===== src/rtl/se_weight_sequencer_pkg.sv =====
// Shared squeeze-excitation definitions: weight-loader state encoding and
// FC layer sizing helpers used by the sequencer and the FC layer parameters.
package se_weight_sequencer_pkg;

    typedef enum logic [1:0] {
        IDLE     = 2'd0,
        LOAD_FC1 = 2'd1,
        LOAD_FC2 = 2'd2,
        DONE     = 2'd3
    } se_wt_state_t;

    // Weight count of one SE FC layer: C inputs times C/ratio outputs (same for both layers).
    function automatic int unsigned se_fc_weights(input int unsigned channels,
                                                  input int unsigned ratio);
        return channels * (channels / ratio);
    endfunction

    function automatic int unsigned se_cnt_width(input int unsigned fc1_weights,
                                                 input int unsigned fc2_weights);
        int unsigned largest;
        largest = (fc1_weights > fc2_weights) ? fc1_weights : fc2_weights;
        return (largest > 2) ? $clog2(largest) : 1;
    endfunction

endpackage


===== src/rtl/se_weight_sequencer_frame_monitor.sv =====
// Tracks whether the SE feature stream is inside a frame, so a weight reload
// can be deferred to a frame boundary.
module se_frame_monitor (
    input  logic clk,
    input  logic rst,
    input  logic feat_tvalid_i,
    input  logic feat_tready_i,
    input  logic feat_tlast_i,
    output logic frame_active_o,
    output logic frame_idle_o
);

    logic feat_hs;
    logic frame_active_q;
    logic frame_active_d;

    assign feat_hs = feat_tvalid_i && feat_tready_i;

    always_comb begin
        frame_active_d = frame_active_q;
        if (feat_hs) begin
            frame_active_d = !feat_tlast_i;
        end
    end

    // NOTE: reset is synchronous and active-high, so it lives inside the clocked block.
    always_ff @(posedge clk) begin
        if (rst) begin
            frame_active_q <= 1'b0;
        end else begin
            frame_active_q <= frame_active_d;
        end
    end

    // A frame ending on this very handshake already counts as idle.
    assign frame_idle_o   = !frame_active_q || (feat_hs && feat_tlast_i);
    assign frame_active_o = frame_active_q;

endmodule


===== src/rtl/se_weight_sequencer.sv =====
// Routes one weight stream to the SE reduction (FC1) and expansion (FC2) layers,
// deferring reloads to feature-frame boundaries. Macro SE_WT_TLAST_CHECK_EN
// enables the sticky tlast-mismatch flag err_tlast.
module se_weight_sequencer
    import se_weight_sequencer_pkg::*;
#(
    parameter int WEIGHT_WIDTH    = 8,
    parameter int NUM_CHANNELS    = 64,
    parameter int REDUCTION_RATIO = 4
) (
    input  logic                    clk,
    input  logic                    rst,
    input  logic                    start,
    input  logic [WEIGHT_WIDTH-1:0] s_wt_tdata,
    input  logic                    s_wt_tvalid,
    output logic                    s_wt_tready,
    input  logic                    s_wt_tlast,
    output logic [WEIGHT_WIDTH-1:0] fc1_wt_tdata,
    output logic                    fc1_wt_tvalid,
    input  logic                    fc1_wt_tready,
    output logic [WEIGHT_WIDTH-1:0] fc2_wt_tdata,
    output logic                    fc2_wt_tvalid,
    input  logic                    fc2_wt_tready,
    input  logic                    feat_tvalid,
    input  logic                    feat_tready,
    input  logic                    feat_tlast,
    output logic                    feat_enable,
    output logic                    weights_loaded,
    output logic                    load_done,
    output logic                    err_tlast
);

    localparam int FC1_WEIGHTS = se_fc_weights(NUM_CHANNELS, REDUCTION_RATIO);
    localparam int FC2_WEIGHTS = se_fc_weights(NUM_CHANNELS, REDUCTION_RATIO);
    localparam int CNT_W       = se_cnt_width(FC1_WEIGHTS, FC2_WEIGHTS);

    localparam logic [CNT_W-1:0] FC1_LAST = CNT_W'(FC1_WEIGHTS - 1);
    localparam logic [CNT_W-1:0] FC2_LAST = CNT_W'(FC2_WEIGHTS - 1);

    se_wt_state_t     state_q, state_d;
    logic [CNT_W-1:0] wt_cnt_q, wt_cnt_d;
    logic             pending_q, pending_d;
    logic             load_done_q, load_done_d;

    logic frame_active;
    logic frame_idle;
    logic reload_req;
    logic enter_load;
    logic wt_accept;
    logic wt_final;

    se_frame_monitor u_frame_monitor (
        .clk            (clk),
        .rst            (rst),
        .feat_tvalid_i  (feat_tvalid),
        .feat_tready_i  (feat_tready),
        .feat_tlast_i   (feat_tlast),
        .frame_active_o (frame_active),
        .frame_idle_o   (frame_idle)
    );

    // Weight path is pure combinational steering: zero-cycle latency, full throughput.
    assign fc1_wt_tdata = s_wt_tdata;
    assign fc2_wt_tdata = s_wt_tdata;

    // NOTE: every output of an always_comb gets a default first, so no path can infer a latch.
    always_comb begin
        s_wt_tready   = 1'b0;
        fc1_wt_tvalid = 1'b0;
        fc2_wt_tvalid = 1'b0;
        wt_final      = 1'b0;
        unique case (state_q)
            LOAD_FC1: begin
                s_wt_tready   = fc1_wt_tready;
                fc1_wt_tvalid = s_wt_tvalid;
                wt_final      = (wt_cnt_q == FC1_LAST);
            end
            LOAD_FC2: begin
                s_wt_tready   = fc2_wt_tready;
                fc2_wt_tvalid = s_wt_tvalid;
                wt_final      = (wt_cnt_q == FC2_LAST);
            end
            default: ;
        endcase
    end

    assign wt_accept  = s_wt_tvalid && s_wt_tready;
    assign reload_req = start || pending_q;
    assign enter_load = (state_q == IDLE || state_q == DONE) && reload_req && frame_idle;

    always_comb begin
        state_d     = state_q;
        wt_cnt_d    = wt_cnt_q;
        pending_d   = pending_q;
        load_done_d = 1'b0;
        unique case (state_q)
            IDLE, DONE: begin
                if (enter_load) begin
                    state_d   = LOAD_FC1;
                    wt_cnt_d  = '0;
                    pending_d = 1'b0;
                end else if (start) begin
                    pending_d = 1'b1;
                end
            end
            LOAD_FC1: begin
                if (wt_accept) begin
                    if (wt_final) begin
                        state_d  = LOAD_FC2;
                        wt_cnt_d = '0;
                    end else begin
                        wt_cnt_d = wt_cnt_q + CNT_W'(1);
                    end
                end
            end
            LOAD_FC2: begin
                if (wt_accept) begin
                    if (wt_final) begin
                        state_d     = DONE;
                        wt_cnt_d    = '0;
                        load_done_d = 1'b1;
                    end else begin
                        wt_cnt_d = wt_cnt_q + CNT_W'(1);
                    end
                end
            end
            default: state_d = IDLE;
        endcase
    end

    // NOTE: sequential state uses non-blocking assignments only.
    always_ff @(posedge clk) begin
        if (rst) begin
            state_q     <= IDLE;
            wt_cnt_q    <= '0;
            pending_q   <= 1'b0;
            load_done_q <= 1'b0;
        end else begin
            state_q     <= state_d;
            wt_cnt_q    <= wt_cnt_d;
            pending_q   <= pending_d;
            load_done_q <= load_done_d;
        end
    end

    assign weights_loaded = (state_q == DONE);
    assign load_done      = load_done_q;
    // With a reload requested, upstream may only finish the frame already in flight.
    assign feat_enable    = (state_q == DONE) && (!reload_req || frame_active);

`ifdef SE_WT_TLAST_CHECK_EN
    logic err_tlast_q, err_tlast_d;

    always_comb begin
        err_tlast_d = err_tlast_q;
        if (enter_load) begin
            err_tlast_d = 1'b0;
        end else if (wt_accept && (s_wt_tlast != wt_final)) begin
            err_tlast_d = 1'b1;
        end
    end

    always_ff @(posedge clk) begin
        if (rst) begin
            err_tlast_q <= 1'b0;
        end else begin
            err_tlast_q <= err_tlast_d;
        end
    end

    assign err_tlast = err_tlast_q;
`else
    logic unused_tlast;
    assign unused_tlast = s_wt_tlast;
    assign err_tlast    = 1'b0;
`endif

endmodule


===== config.mk =====
export PLATFORM = sky130hd
export DESIGN_NAME = se_weight_sequencer
export DESIGN_NICKNAME = d
export VERILOG_FILES = /design/src/rtl/se_weight_sequencer_pkg.sv /design/src/rtl/se_weight_sequencer_frame_monitor.sv /design/src/rtl/se_weight_sequencer.sv
export SDC_FILE = /design/constraint.sdc
export NUM_CORES = 1
export LEC_CHECK = 0
export ABC_AREA = 1
export CORE_UTILIZATION = 43
export DETAILED_ROUTE_END_ITERATION = 10
export PLACE_DENSITY = 0.79
export SLEW_MARGIN = 20
export SYNTH_ARGS = -nofsm -noshare
export SYNTH_HDL_FRONTEND = slang
export SYNTH_SLANG_ARGS = --single-unit

===== constraint.sdc =====
create_clock -name clk -period 1.85 [get_ports clk]
set_input_delay 0.2775 -clock clk [delete_from_list [all_inputs] [get_ports clk]]
set_output_delay 0.2775 -clock clk [all_outputs]
set_load 0.02 [all_outputs]

* Word level (Yosys, flattened, before mapping) *
Index checks and enable logic that the tools add are counted.

cells by class
  divide/modulo/power cells = 0
  reduce and logical (&&, ||, !) cells = 21
  $add $sub $neg = 1
  equal/unequal tests = 10
  magnitude comparators = 0
  $mul = 0
  bitwise logic cells = 2
  shifts and indexed selects = 0
  multiplexer cells = 17

operators with widths
  operator               number
  $mux 10                3
  $pmux 10 s2            1
  $add 10x1->10 const B  1
  $eq 10x10->1 const B   1
  $mux 2                 5
  $ne 2x2->1 const B     5
  $logic_and 1x1->1      6
  $mux 1                 6
  $pmux 2 s3             1
  $reduce_and 5->1       1
  $eq 2x2->1 const B     2
  $logic_or 1x1->1       4
  $reduce_and 2->1       2
  $reduce_or 2->1        2
  $logic_not 1->1        3
  $reduce_or 3->1        1
  $eq 2x1->1 const B     1
  $logic_not 2->1        1
  $ne 2x1->1 const B     1
  $not 1->1              2
  $pmux 1 s2             1
  $reduce_bool 2->1      1

word-level totals
  bits in registers = 15
  latch bits = 0
  memories kept = 0
  output and inout bits = 23
  input bits = 18
  ROM bits = 0
  RAM bits = 0

* Longest topological paths before layout *
Gate-level depths: netlist (run 1).

  depth after elaboration = 6
  mapped depth = 12
  mapped depth without buffers = 12

* Hierarchy *
A second synthesis (run 1) with hierarchy kept.

second synthesis, totals
  cell total of the unflattened synthesis = 146
  area total of the unflattened synthesis = 1,002.2 µm²

by module, submodules not included
  module               area an instance (µm²)  instances  cells each
  se_weight_sequencer  952.2                   1          139
  se_frame_monitor     50.0                    1          7

* Least setup slack after synthesis (run 1) *
Ideal clock, no wire load.

  kind = flip-flop to flip-flop
  from = register state_q[0]
  to = register wt_cnt_q[4]
  arrival time = 1.500 ns
  required time = 1.733 ns
  library setup time = 0.117 ns
  cell stages (with the launch flop) = 12
  clock period less this slack = 1.617 ns
  slack = 0.233 ns
  cells stage by stage = dfxtp_1 > inv_1 > ha_1 > inv_2 > nand2_4 > nor2_4 > inv_2 > nand2_4 > buf_6 > nand2_1 > nor2_1 > nor3_2

on the way
  cells in the longest elaborated chain, start to end = 6

RTL lines
  element                                                               RTL line                                                                           RTL
  start: declaration                                                    se_weight_sequencer.sv:40                                                          se_wt_state_t state_q, state_d;
  start signal: assignment                                              se_weight_sequencer.sv:139                                                         state_q <= state_d;
  $eq 2x2->1, or another cell as far along                              se_weight_sequencer.sv:72, se_weight_sequencer.sv:96
  $reduce_or 2->1 (no source line) or $logic_or 1x1->1 (tied branches)  n/a
  $mux 1 or $logic_and 1x1->1 (tied branches)                           n/a
  $mux 10 or $logic_and 1x1->1 (tied branches)                          se_weight_sequencer.sv:108, se_weight_sequencer.sv:118, se_weight_sequencer.sv:89
  $mux 10 or $ne 2x2->1 (tied branches)                                 n/a
  $pmux 10 s2 or $reduce_and 2->1 (tied branches)                       n/a
  end signal: assignment                                                se_weight_sequencer.sv:140                                                         wt_cnt_q <= wt_cnt_d;
  end: declaration                                                      se_weight_sequencer.sv:41                                                          logic [CNT_W-1:0] wt_cnt_q, wt_cnt_d;

Several ways; a longest one is shown, not always the timed one. The select of a mux whose other input is x is not followed.
A chain may end at the register's enable or synchronous reset.

* Final worst setup path (run 1) *
  from = register state_q[1]
  to = output port weights_loaded

on the way
  cells in the longest elaborated chain, start to end = 1

RTL lines
  element           RTL line                    RTL
  $eq 2x2->1        se_weight_sequencer.sv:146  assign weights_loaded = (state_q == DONE);
  end: declaration  se_weight_sequencer.sv:28   output logic weights_loaded,

Every way passes these cells.

==> results.md, run 1 <==
* Status: complete, no violations
* Core box area at about 0.0023 mm^2
* CP Max Fanout at 4
* Vias in the first global route at between 800 and 900
* Post-DP HPWL at 1570 um
* Routability congestion estimate at roughly 0.74
* Number of synthesized flops with an enable pin at 0
* Crit path cell chain: ha_1, clkdlybuf4s50_1
* FP Rows at 17
* Hold Startpoint: wt_cnt_q[7]
* P_leak at 0.481 nW
* Final period utilization at 96.4%
* Avg Cell Area, Syn at 7.39 um^2
* Met3 Use GR at under 10%
* H-tree depth at 1
* IO buf count at 14
* Num CTS Buffers at 3
* Vias per inst at 4.92
* Share of cells above drive strength 1 at 24.8%
* Sequential area share after synthesis at 28.2%
* CP max stage delay at about 610 ps
* Mapped Area at 0.00106 mm^2
* Post-DRT Antenna Nets at 0
* Hold Crit Depth at 2
* Top Usage Layer GRT: met2
* DIE WIDTH at 51.8 um
* Flops & latches, synth at 15
* Top cells by count, synth: nand2_1 (24), buf_4 (17), dfxtp_1 (15), nor2_1 (15), inv_1 (14)
* Root Buffer: clkbuf_4
* WP data required at 1570 ps
* Iter 0 DRT Violations at 20
* Post-DP Area at approximately 0.0011 mm^2
* Setup Fix Bufs, Post-CTS at 0
* Final setup violation count at 0
* Setup ws final at 66.6 ps
* Clock Path Buffers at 2
* CP max stage cell: clkdlybuf4s50_1
* PD cells at about 1200 mW/mm^2
* Dpl ws at -11.1 ps
* Die Y at 51.8 um
* Worst EP arrival at 1510 ps
* Ys async rst share at 0%
* Clock Latency Late Sink at 290 ps
* Total gr overflow at 0
* CTS clock-pin slew for the worst setup and hold paths at roughly 100 ps
* Cell taking the most area after synthesis: dfxtp_1
* R2R depth at 11
* IO Pins at 41
* Min Tclk post-route at 1780 ps
* WL final at 1930 um
* Worst R2R Start: state_q[0]
* Worst VDD drop at 0.000636 V
* DRC at 0
* Global-route wire length before repair at approximately 3600 um
* Routed wire per std cell at 10.9 um
* Most used flip-flop cell after synthesis: dfxtp_1
* Post-route design area at 0.00117 mm^2
* Largest net degree at the start of global routing at 12
* Length of the first detailed-routing pass in iterations at 4
* Startpoint types: register
* Skew final at 12.9 ps
* Gate Count Post-Synth at around 140
* Top cells by area, synth: dfxtp_1 (28%), buf_4 (12%), nand2_1 (8.5%)
* Starting density of the core at a little under half
* Post-Syn Nets at 166
* Worst R2R Setup Slack at 130 ps
* Layout net count at 172
* Hold Path Class: reg -> reg
* Fmax at 0.561 GHz
* Hold Path Sink: wt_cnt_q[7]
* Setup CP Type: reg -> out
* Ant diodes at 0
* Worst Hold Slack at slightly below 500 ps
* Critical Path End Type: output port
* Slew Limit Fails at 0
* Clock sinks at 15
* Post-synth cell types at 30
* Setup Total Neg Slack at 0 ps
* Vias at 871
* Die area at 0.00268 mm^2
* RSZ-0062 raised after global routing: false
* Warnings, synthesis at 0
* M2 GR Usage at 33.3%
* TritonCTS clock tree: yes
* Share of the synthesized area in the top cell type at 28.2%
* Area grow syn2layout at 10.1%
* Antenna violations before repair at 0
* Worst R2R End: wt_cnt_q[0]
* Met1 Track Usage GR at between 10% and 20%
* Final Hold Viols at 0
* Most frequent cell after synthesis: nand2_1
* Layout Utilization at between 50% and 60%
* Total Routing Usage GR at 17.4%
* Post-CTS Hold Buffers at 0
* Max-cap viol count at 0
[cells by family after synthesis]
kind of cell	count (synthesis)	share of synthesized area [%]
other	1	0.352
DFF	15	28.2
buffers and inverters	35	19.3
adders and majority gates	4	4.70
AOI/OAI and AO/OA	16	9.05
and+or+nand+nor	73	38.4
[stage by stage]
step	instances	total power, mW
after floorplan	144	1.04
after global placement	173	1.18
after detailed placement	173	1.21
after CTS	177	1.39
after global routing	177	1.51
final	177	1.40
[how the worst max path moves through the flow]
stage | end | slack [ps] | cells past startpoint | startpoint
2_1_floorplan | wt_cnt_q[4] | 230 | 11 | state_q[0]
3_3_place_gp | s_wt_tready | 20 | 6 | fc2_wt_tready
3_5_place_dp | wt_cnt_q[0] | -10 | 11 | fc2_wt_tready
4_1_cts | s_wt_tready | 9 | 6 | state_q[0]
5_1_grt | wt_cnt_q[9] | 3 | 12 | state_q[0]
6_report | weights_loaded | 70 | 2 | state_q[1]
[placed cells by master (no fill, tap or decap), drive strengths merged]
master	n
conb	1
nor2	21
a211oi	1
inv	17
o21ai	2
nand3	7
buf	5
nor4	1
nand4	3
dlygate4sd2	3
a21oi	10
a31oi	1
dfxtp	15
nor3	5
or2	2
nand2	33
ha	4
clkinv	1
o21bai	1
clkdlybuf4s50	10
clkbuf	3
and3	1
clkdlybuf4s15	1
o21a	1
[final cells by class]
type | instances | area [um^2]
Clock buffer | 3 | 22.5
Clock inverter | 1 | 5.00
Fill cell | 222 | 1100
Inverter | 17 | 66.3
Multi-Input combinational cell | 94 | 568
Sequential cell | 15 | 302
Tap cell | 28 | 35.0
Timing Repair Buffer | 19 | 174
[per-layer routing]
layer	up-vias	wire, um
met5	-	0
met4	0	31
met3	4	121
met2	30	1010
met1	386	771
li1	451	-
[registers in the layout (all words and copies together) (netlist names)]
register / cells
wt_cnt_q: 10
state_q: 2
load_done: 1
pending_q: 1
u_frame_monitor.frame_active_o: 1
[timing repair]
item | 4_1_cts | 5_1_grt
resized for setup | 4 | 3
hold endpoints to repair | 0 | 0
pin swaps | 0 | 0
endpoints found under the setup margin | 4 | 8
[power breakdown]
| part | total (mW) | switching [mW] | internal (mW) |
|---|---|---|---|
| Sequential | 0.419 | 0.0484 | 0.371 |
| Clock | 0.189 | 0.109 | 0.0802 |
| Combinational | 0.792 | 0.471 | 0.321 |
| Total | 1.40 | 0.628 | 0.772 |
[worst max-delay path: cells and delay by family, from the launching register on]
family | cells | cell delay (ps)
buf+inv | 1 | 610
flops | 1 | 400
fa+ha+maj | 1 | 220
(Power assumes the default switching activity.)
==> run 2, diff against run 1 <==
--- a/config.mk
+++ b/config.mk
@@ -8,6 +8,7 @@
 export ABC_AREA = 1
 export CORE_UTILIZATION = 43
 export DETAILED_ROUTE_END_ITERATION = 10
+export HOLD_SLACK_MARGIN = 0.02
 export PLACE_DENSITY = 0.79
 export SLEW_MARGIN = 20
 export SYNTH_ARGS = -nofsm -noshare
==> results of run 2 <==
Same layout as run 1: the final DEF is identical, and so are final timing and power.
==> run 3, diff against run 2 <==
--- a/config.mk
+++ b/config.mk
@@ -6,11 +6,14 @@
 export NUM_CORES = 1
 export LEC_CHECK = 0
 export ABC_AREA = 1
-export CORE_UTILIZATION = 43
+export ABC_CLOCK_PERIOD_IN_PS = 1850
+export CORE_MARGIN = 2
+export CORE_UTILIZATION = 42
 export DETAILED_ROUTE_END_ITERATION = 10
 export HOLD_SLACK_MARGIN = 0.02
 export PLACE_DENSITY = 0.79
 export SLEW_MARGIN = 20
 export SYNTH_ARGS = -nofsm -noshare
 export SYNTH_HDL_FRONTEND = slang
+export SYNTH_HIERARCHICAL = 1
 export SYNTH_SLANG_ARGS = --single-unit
==> results.md, run 3 <==
* Worst R2R Start: state_q[0] (unchanged)
* Gate Count Post-Synth at 146 (was 144)
* Startpoint types: register (unchanged)
* DRC at 0 (unchanged)
* Clock power frac at 14.9% (was 13.5%)
* Global-route wire length before repair at 3170 um (was 3550 um)
* Post-Syn Nets at 168 (was 166)
* P_leak at 0.492 nW (was 0.481 nW)
* Setup CP Type: reg -> out (unchanged)
* Most frequent cells in the layout: nand2_1 (36), inv_1 (18), dfxtp_1 (14), nor2_1 (11), a21oi_1 (10) (was nand2_1 (24), nor2_1 (15), inv_1 (14), dfxtp_1 (14), clkdlybuf4s50_1 (10))
* Sw Ratio at 43.1% (was 44.9%)
* Number of synthesized flops with an enable pin at 0 (unchanged)
* Ant diodes at 0 (unchanged)
* Critical Path End Type: output port (unchanged)
* R2R depth at 11 (unchanged)
* Clock Path Buffers at 2 (unchanged)
* Hold Path Class: reg -> reg (unchanged)
* Starting density of the core at 44.9% (was 46.8%)
* Status: complete, no violations (unchanged)
* Final setup violation count at 0 (unchanged)
* Worst R2R Setup Slack at 150 ps (was 130 ps)
* Vias in the first global route at 796 (was 889)
* Vias per inst at 4.81 (was 4.92)
* Largest net degree at the start of global routing at 10 (was 12)
* Cell taking the most area after synthesis: dfxtp_1 (unchanged)
* Comb pwr share at 54.5% (was 56.6%)
* Avg Cell Area, Syn at 6.86 um^2 (was 7.39 um^2)
* RSZ-0062 raised after global routing: true (was false)
* Share of cells above drive strength 1 at 16.4% (was 24.8%)
* Max-cap viol count at 0 (unchanged)
* Routability congestion estimate at 0.822 (was 0.739)
* Final Hold Viols at 0 (unchanged)
* Clock sinks at 15 (unchanged)
* Worst R2R End: wt_cnt_q[4] (was wt_cnt_q[0])
* Total gr overflow at 0 (unchanged)
* Min Tclk post-route at 1760 ps (was 1780 ps)
* Top cells by area, synth: dfxtp_1 (30%), nand2_1 (13%), buf_4 (13%) (was dfxtp_1 (28%), buf_4 (12%), nand2_1 (8.5%))
* CP max stage delay at 350 ps (was 610 ps)
* Register share of total power at 30.6% (was 29.9%)
* Post-DP Area at 0.00109 mm^2 (was 0.00114 mm^2)
* FP Rows at 17 (unchanged)
* Biggest register: wt_cnt_q (unchanged)
* WP data required at 1570 ps (about the same)
* Post-CTS Hold Buffers at 0 (unchanged)
* Vias at 866 (was 871)
* IO Pins at 41 (unchanged)
* Post-synth cell types at 25 (was 30)
* Share of the synthesized area in the top cell type at 30.0% (was 28.2%)
* CP dominant cell by count: inv_2
* Slew Limit Fails at 0 (unchanged)
* WL final at 1900 um (was 1930 um)
* CP Max Fanout at 3 (was 4)
* CP bufs+invs at 4 (was 1)
* Worst EP arrival at 1480 ps (was 1510 ps)
* H-tree depth at 1 (unchanged)
* Post-route design area at 0.00113 mm^2 (was 0.00117 mm^2)
* IO buf count at 14 (unchanged)
* Most common cell after layout, fill and taps aside: nand2_1 (unchanged)
* Psw at 0.572 mW (was 0.628 mW)
* Flops & latches, synth at 15 (unchanged)
* Warnings, synthesis at 6 (was 0)
* Ys async rst share at 0% (unchanged)
* Mapped Area at 0.00100 mm^2 (was 0.00106 mm^2)
* Biggest regs: wt_cnt_q x10, state_q x2 (unchanged)
* Routed wire per std cell at 10.5 um (was 10.9 um)
* Root Buffer: clkbuf_4 (unchanged)
* CP max stage cell: dfxtp_2 (was clkdlybuf4s50_1)
* Iter 0 DRT Violations at 18 (was 20)
* Post-DP HPWL at 1470 um (was 1570 um)
* CTS clock-pin slew for the worst setup and hold paths at 100 ps (about the same)
* CP startpoint: state_q[0] (was state_q[1])
* Crit path capture: s_wt_tready (was weights_loaded)
* Hold Startpoint: wt_cnt_q[2] (was wt_cnt_q[7])
* Total Routing Usage GR at 15.5% (was 17.4%)
* Skew final at 2.05 ps (was 12.9 ps)
* Post-DRT Antenna Nets at 0 (unchanged)
* Worst VDD drop at 0.000876 V (was 0.000636 V)
* Final period utilization at 95.3% (was 96.4%)
* Core box area at 0.00223 mm^2 (was 0.00228 mm^2)
* PD cells at 1180 mW/mm^2 (was 1190 mW/mm^2)
* Layout net count at 175 (was 172)
* DIE WIDTH at 52.9 um (was 51.8 um)
* Length of the first detailed-routing pass in iterations at 4 (unchanged)
* Pint at 0.755 mW (was 0.772 mW)
* Clock Latency Late Sink at 290 ps (about the same)
* Max FFs per register at 10 (unchanged)
* Num CTS Buffers at 3 (unchanged)
* Top cells by count, synth: nand2_1 (36), inv_1 (18), buf_4 (17) (was nand2_1 (24), buf_4 (17), dfxtp_1 (15), nor2_1 (15), inv_1 (14))
* Sequential area share after synthesis at 30.0% (was 28.2%)
* TritonCTS clock tree: yes (unchanged)
* Fmax at 0.567 GHz (was 0.561 GHz)
* Most frequent cell after synthesis: nand2_1 (unchanged)
* Critical path depth at 6 (was 2)
* Crit path cell chain: inv_1, ha_1, inv_2, nand2_1, inv_2, clkdlybuf4s15_2 (was ha_1, clkdlybuf4s50_1)
* Area grow syn2layout at 12.5% (was 10.1%)
* Die area at 0.00279 mm^2 (was 0.00268 mm^2)
* Layout Utilization at 50.5% (was 51.5%)
* Most used flip-flop cell after synthesis: dfxtp_1 (unchanged)
* Fill cells at 227 (was 222)
* Die Y at 52.9 um (was 51.8 um)
* Worst Hold Slack at 510 ps (was 486 ps)
* Top Family by Delay on Critical Path: buffers and inverters (unchanged)
* Antenna violations before repair at 0 (unchanged)
[run 3: layout make-up]
cell class              count  area, um^2  share of cell area, %
clock buffers               3        22.5                   2.00
clock inverters             1        5.00                  0.444
inverters                  21        81.3                   7.21
multi-input cells          92         484                   43.0
flip-flops and latches     15         302                   26.7
well taps                  28        35.0                   3.11
repair buffers             20         198                   17.5
[run 3: metrics by stage]
step	TNS, ps	instances	total power [mW]	setup WS, ps
floorplan	0	146	0.911	198
global placement	0	175	1.08	20.3
detailed placement	-25.6	175	1.12	-25.6
CTS	0	179	1.31	22.1
global route	-27.3	180	1.43	-27.3
finish	0	180	1.33	87.7
[run 3: worst min path at each step]
stage | endpoint | slack, ps | depth (start not counted)
5_1_grt | pending_q | 530 | 2
3_3_place_gp | wt_cnt_q[0] | 470 | 2
4_1_cts | wt_cnt_q[4] | 510 | 2
2_1_floorplan | state_q[0] | 350 | 1
3_5_place_dp | wt_cnt_q[2] | 480 | 2
6_report | wt_cnt_q[2] | 510 | 2
[run 3: timing repair]
action | 4_1_cts | 5_1_grt
pin swaps | 0 | 3
endpoints found under the setup margin | 4 | 10
resized for setup | 6 | 4
cloned | 0 | 0
buffers inserted | 0 | 1
[run 3: logic make-up (layout without fill, tap and decap cells)]
| kind of cell | count (synthesis) | count (layout) | share of synthesized area [%] |
|---|---|---|---|
| compound gates | 19 | 19 | 11.4 |
| xor+xnor | 1 | 1 | 0.874 |
| fa+ha+maj | 4 | 4 | 4.99 |
| buf+inv | 39 | 45 | 21.7 |
| flops | 15 | 15 | 30.0 |
| other cells | 1 | 1 | 0.374 |
| simple gates | 67 | 67 | 30.7 |
[run 3: routing by layer]
metal | up-vias | part of all wire, % | GRT usage (%)
li1 | 454 | - | -
met1 | 390 | 42 | 17.3
met2 | 15 | 52 | 27.7
met3 | 7 | 4.0 | 2.54
met4 | 0 | 2.2 | 8.55
met5 | - | 0 | 0
[run 3: worst register-to-register path: stages, from the launching register on]
cell	delay (ps)
dfxtp_2	350
inv_1	40
ha_1	300
inv_2	50
buf_4	140
nor2_1	90
nand2_1	80
nand2_2	130
buf_12	130
nand2_1	60
o21ai_1	150
a21oi_1	70
[run 3: power groups by stage]
stage                     clock [mW]  sequential [mW]  combinational [mW]
after CTS                      0.204            0.404               0.703
after global routing           0.210            0.411               0.807
final                          0.198            0.406               0.724
after detailed placement           0            0.413               0.706
after global placement             0            0.407               0.677
after floorplan                    0            0.403               0.508
==> variant 1: new RTL, flow settings as in run 1 <==
Change the parameter `REDUCTION_RATIO` from 4 to 8.
--- a/src/rtl/se_weight_sequencer.sv
+++ b/src/rtl/se_weight_sequencer.sv
@@ -7,5 +7,5 @@
     parameter int WEIGHT_WIDTH    = 8,
     parameter int NUM_CHANNELS    = 64,
-    parameter int REDUCTION_RATIO = 4
+    parameter int REDUCTION_RATIO = 8
 ) (
     input  logic                    clk,
Check against the original RTL: same outputs for any inputs over 10 cycles, from zero or initial values and one cycle with rst high; that may be too few to reach the edited logic, so the function may still have changed.
==> variant 1 against run 1 <==
- total power down 3.5%
- utilization fell by 0.35 points
- cell area fell by 15%
- routed wire length down 12%
- first-iteration DRC count fell by 55%
- register-to-register slack about the same
- die area down 16%
- clock power up 19%
- worst hold slack improved by 2.6 ps
- fmax about the same
- sequential cell count fell by 1
- synthesized area shrank 17%
- largest cell class unchanged
- setup slack barely moved
==> variant 1: results (changes against run 1) <==
INFO  metric globalRouteMet3Util = 6.04% (was 1.46%)
INFO  metric detailroute.wirelength.met3 = 109 microns (was 121 microns)
INFO  metric final_min_period_over_clock_period = 96.4% (about the same)
INFO  metric synth_compound_gate_area_share = 16.1% (was 9.05%)
INFO  metric vdd_drop_max = 0.763 mV (was 0.636 mV)
INFO  metric initialDrtViolationCount = 9 (was 20)
INFO  metric synthTopCellsByCount = sky130_fd_sc_hd__nand2_1 (28), sky130_fd_sc_hd__buf_4 (17), sky130_fd_sc_hd__dfxtp_1 (14), sky130_fd_sc_hd__nor2_1 (14), sky130_fd_sc_hd__a21oi_1 (13) (was sky130_fd_sc_hd__nand2_1 (24), sky130_fd_sc_hd__buf_4 (17), sky130_fd_sc_hd__dfxtp_1 (15), sky130_fd_sc_hd__nor2_1 (15), sky130_fd_sc_hd__inv_1 (14))
INFO  metric post-place-ws = 9.59 ps (was -11.1 ps)
INFO  metric number_of_filler_instances_in_the_final_layout = 201 (was 222)
INFO  metric largest_registers = wt_cnt_q: 9 flops, state_q: 2 flops (was wt_cnt_q: 10 flops, state_q: 2 flops)
INFO  metric hold_path_startpoint = state_q[0] (was wt_cnt_q[7])
INFO  metric power_leakage = 0.465 nW (was 0.481 nW)
INFO  metric run_status = complete, no violations (unchanged)
INFO  metric use_met1 = 17.6% (was 19.3%)
INFO  metric synth.lib_cells_used.distinct = 22 (was 30)
INFO  metric synth_adder_area_share = 7.04% (was 4.70%)
INFO  metric hold_path_end = state_q[0] (was wt_cnt_q[7])
INFO  metric fin_nets = 156 (was 172)
INFO  metric final_worst_hold_slack = 488 ps (was 486 ps)
INFO  metric gp_routability_congestion = 0.773 (was 0.739)
INFO  metric number_of_global_route_vias_before_repair = 671 (was 889)
INFO  metric post_synth_main_area_contributors = sky130_fd_sc_hd__dfxtp_1 (32%), sky130_fd_sc_hd__buf_4 (14%), sky130_fd_sc_hd__nand2_1 (12%) (was sky130_fd_sc_hd__dfxtp_1 (28%), sky130_fd_sc_hd__buf_4 (12%), sky130_fd_sc_hd__nand2_1 (8.5%))
INFO  metric timing.clock.skew = 3.56 ps (was 12.9 ps)
INFO  metric synth.yosys.seq_area_share = 31.5% (was 28.2%)
INFO  metric via_per_inst = 4.84 (was 4.92)
INFO  metric post-dp-hpwl = 1290 microns (was 1570 microns)
## variant 1: changes by cell type in the layout (fill, tap and decap cells not counted), sizes merged, moves of 3 or more
cell / delta
nor2: -7
o21ai: +5
inv: -4
nand2: -4
nor3: -4
a21oi: +3
## variant 1: timing repair
action                                  4_1_cts  5_1_grt
gates resized for setup                       4        3
endpoints found under the setup margin        4        7
pin swaps                                     0        0
## variant 1: area by class of cell
cell class                      count  area, sq um  area share, %
Inverter                           13         48.8           4.91
Timing Repair Buffer               18          165           16.6
Clock buffer                        4         36.3           3.65
Sequential cell                    14          282           28.3
Multi-Input combinational cell     83          428           43.1
Tap cell                           27         33.8           3.40
## variant 1: power by group
| part | switching [W] | internal (W) | total (W) |
|---|---|---|---|
| combinational | 0.000422 | 0.000288 | 0.000710 |
| sequential | 0.0000511 | 0.000365 | 0.000416 |
| clock | 0.000105 | 0.000120 | 0.000225 |
==> variant 2: new RTL, config.mk and constraints of run 1 <==
Made on the original files. Encoding of `se_wt_state_t`: now one-hot (4 bits for 4 states).
--- a/src/rtl/se_weight_sequencer_pkg.sv
+++ b/src/rtl/se_weight_sequencer_pkg.sv
@@ -3,9 +3,9 @@
 package se_weight_sequencer_pkg;
 
-    typedef enum logic [1:0] {
-        IDLE     = 2'd0,
-        LOAD_FC1 = 2'd1,
-        LOAD_FC2 = 2'd2,
-        DONE     = 2'd3
+    typedef enum logic [3:0] {
+        IDLE     = 4'b0001,
+        LOAD_FC1 = 4'b0010,
+        LOAD_FC2 = 4'b0100,
+        DONE     = 4'b1000
     } se_wt_state_t;
 
Check against the original RTL: same outputs for any inputs over 10 cycles, from zero or initial values and one cycle with rst high; not proved beyond that.
==> variant 2 against run 1 <==
- worst hold slack better by 21 ps
- routed wire length is 14% higher
- largest power group unchanged
- sequential share of layout area is 0.21 points higher
- sequential cell count is 2 higher
- cell area is 12% higher
- critical path type is now input port to output pin
- setup slack better by 38 ps
- global-route usage is 1.0 points higher
- combinational power is 28% higher
- largest cell class unchanged
- total power is 25% higher
- critical path depth is 2 higher
- synthesized area is 14% higher
==> variant 2: results (changes against run 1) <==
INFO  metric run_status = complete, no violations (unchanged)
INFO  metric crit_end = feat_enable (was weights_loaded)
INFO  metric number_of_filler_instances_in_the_final_layout = 294 (was 222)
INFO  metric synth_adder_area_share = 1.04% (was 4.70%)
INFO  metric endpoint_of_the_lowest_slack_register_to_register_path = state_q[0] (was wt_cnt_q[0])
INFO  metric reg2reg_slack = 340 ps (was 130 ps)
INFO  metric largest_registers = wt_cnt_q: 10 flops, state_q: 4 flops (was wt_cnt_q: 10 flops, state_q: 2 flops)
INFO  metric post_synth_main_area_contributors = sky130_fd_sc_hd__dfxtp_1 (28%), sky130_fd_sc_hd__nand2_1 (14%), sky130_fd_sc_hd__buf_4 (11%) (was sky130_fd_sc_hd__dfxtp_1 (28%), sky130_fd_sc_hd__buf_4 (12%), sky130_fd_sc_hd__nand2_1 (8.5%))
INFO  metric dp.cells = 222 (was 173)
INFO  metric synth_compound_gate_area_share = 9.63% (was 9.05%)
INFO  metric post-dp-hpwl = 1720 microns (was 1570 microns)
INFO  metric grt_util_met2 = 28.1% (was 33.3%)
INFO  metric worst_path_largest_cell_delay = 410 ps (was 610 ps)
INFO  metric layout-drive-gt1-share = 14.8% (was 24.8%)
INFO  metric gp_routability_congestion = 0.833 (was 0.739)
INFO  metric use_met1 = 25.2% (was 19.3%)
INFO  metric internal_power_summed_over_all_cells = 0.000903 W (was 0.000772 W)
INFO  metric timing.clock.skew = 7.44 ps (was 12.9 ps)
INFO  metric post_dp_area = 1290 sq um (was 1140 sq um)
INFO  metric finalWirelength = 2200 microns (was 1930 microns)
INFO  metric synth.lib_cells_used.distinct = 27 (was 30)
INFO  metric post-place-ws = -182 ps (was -11.1 ps)
INFO  metric grt_first_pass_wirelength = 3990 microns (was 3550 microns)
INFO  metric routedLengthMet1 = 1120 microns (was 771 microns)
INFO  metric power.net_switching = 0.000853 W (was 0.000628 W)
INFO  metric route.met2.wl = 961 microns (was 1010 microns)
INFO  metric initialDrtViolationCount = 19 (was 20)
INFO  metric detailroute.wirelength.met3 = 104 microns (was 121 microns)
INFO  metric worst-r2r-cell-count = 10 (was 11)
INFO  metric maximum_number_of_pins_on_one_net_before_global_route_repair = 11 (was 12)
INFO  metric worst-path-max-fanout = 3 (was 4)
-- variant 2: changes by cell type in the layout (fill, tap and decap cells not counted), moves of 3 or more --
cell,before,now
sky130_fd_sc_hd__nor2_2,2,5
sky130_fd_sc_hd__inv_1,14,24
sky130_fd_sc_hd__nand2_1,24,44
sky130_fd_sc_hd__nor2_1,15,24
sky130_fd_sc_hd__nand3_1,6,15
sky130_fd_sc_hd__nor3_2,5,0
sky130_fd_sc_hd__ha_1,4,1
sky130_fd_sc_hd__nor3_1,0,3
sky130_fd_sc_hd__nor2_4,4,0
sky130_fd_sc_hd__a21oi_1,8,11
sky130_fd_sc_hd__o21ai_0,1,5
-- variant 2: layout make-up --
class / count / area [sq um] / area share, %
multi-input cells: 128 / 632 / 48.0
flip-flops and latches: 17 / 342 / 25.9
repair buffers: 19 / 175 / 13.3
inverters: 28 / 105 / 7.98
well taps: 30 / 37.5 / 2.85
clock buffers: 4 / 26.3 / 1.99
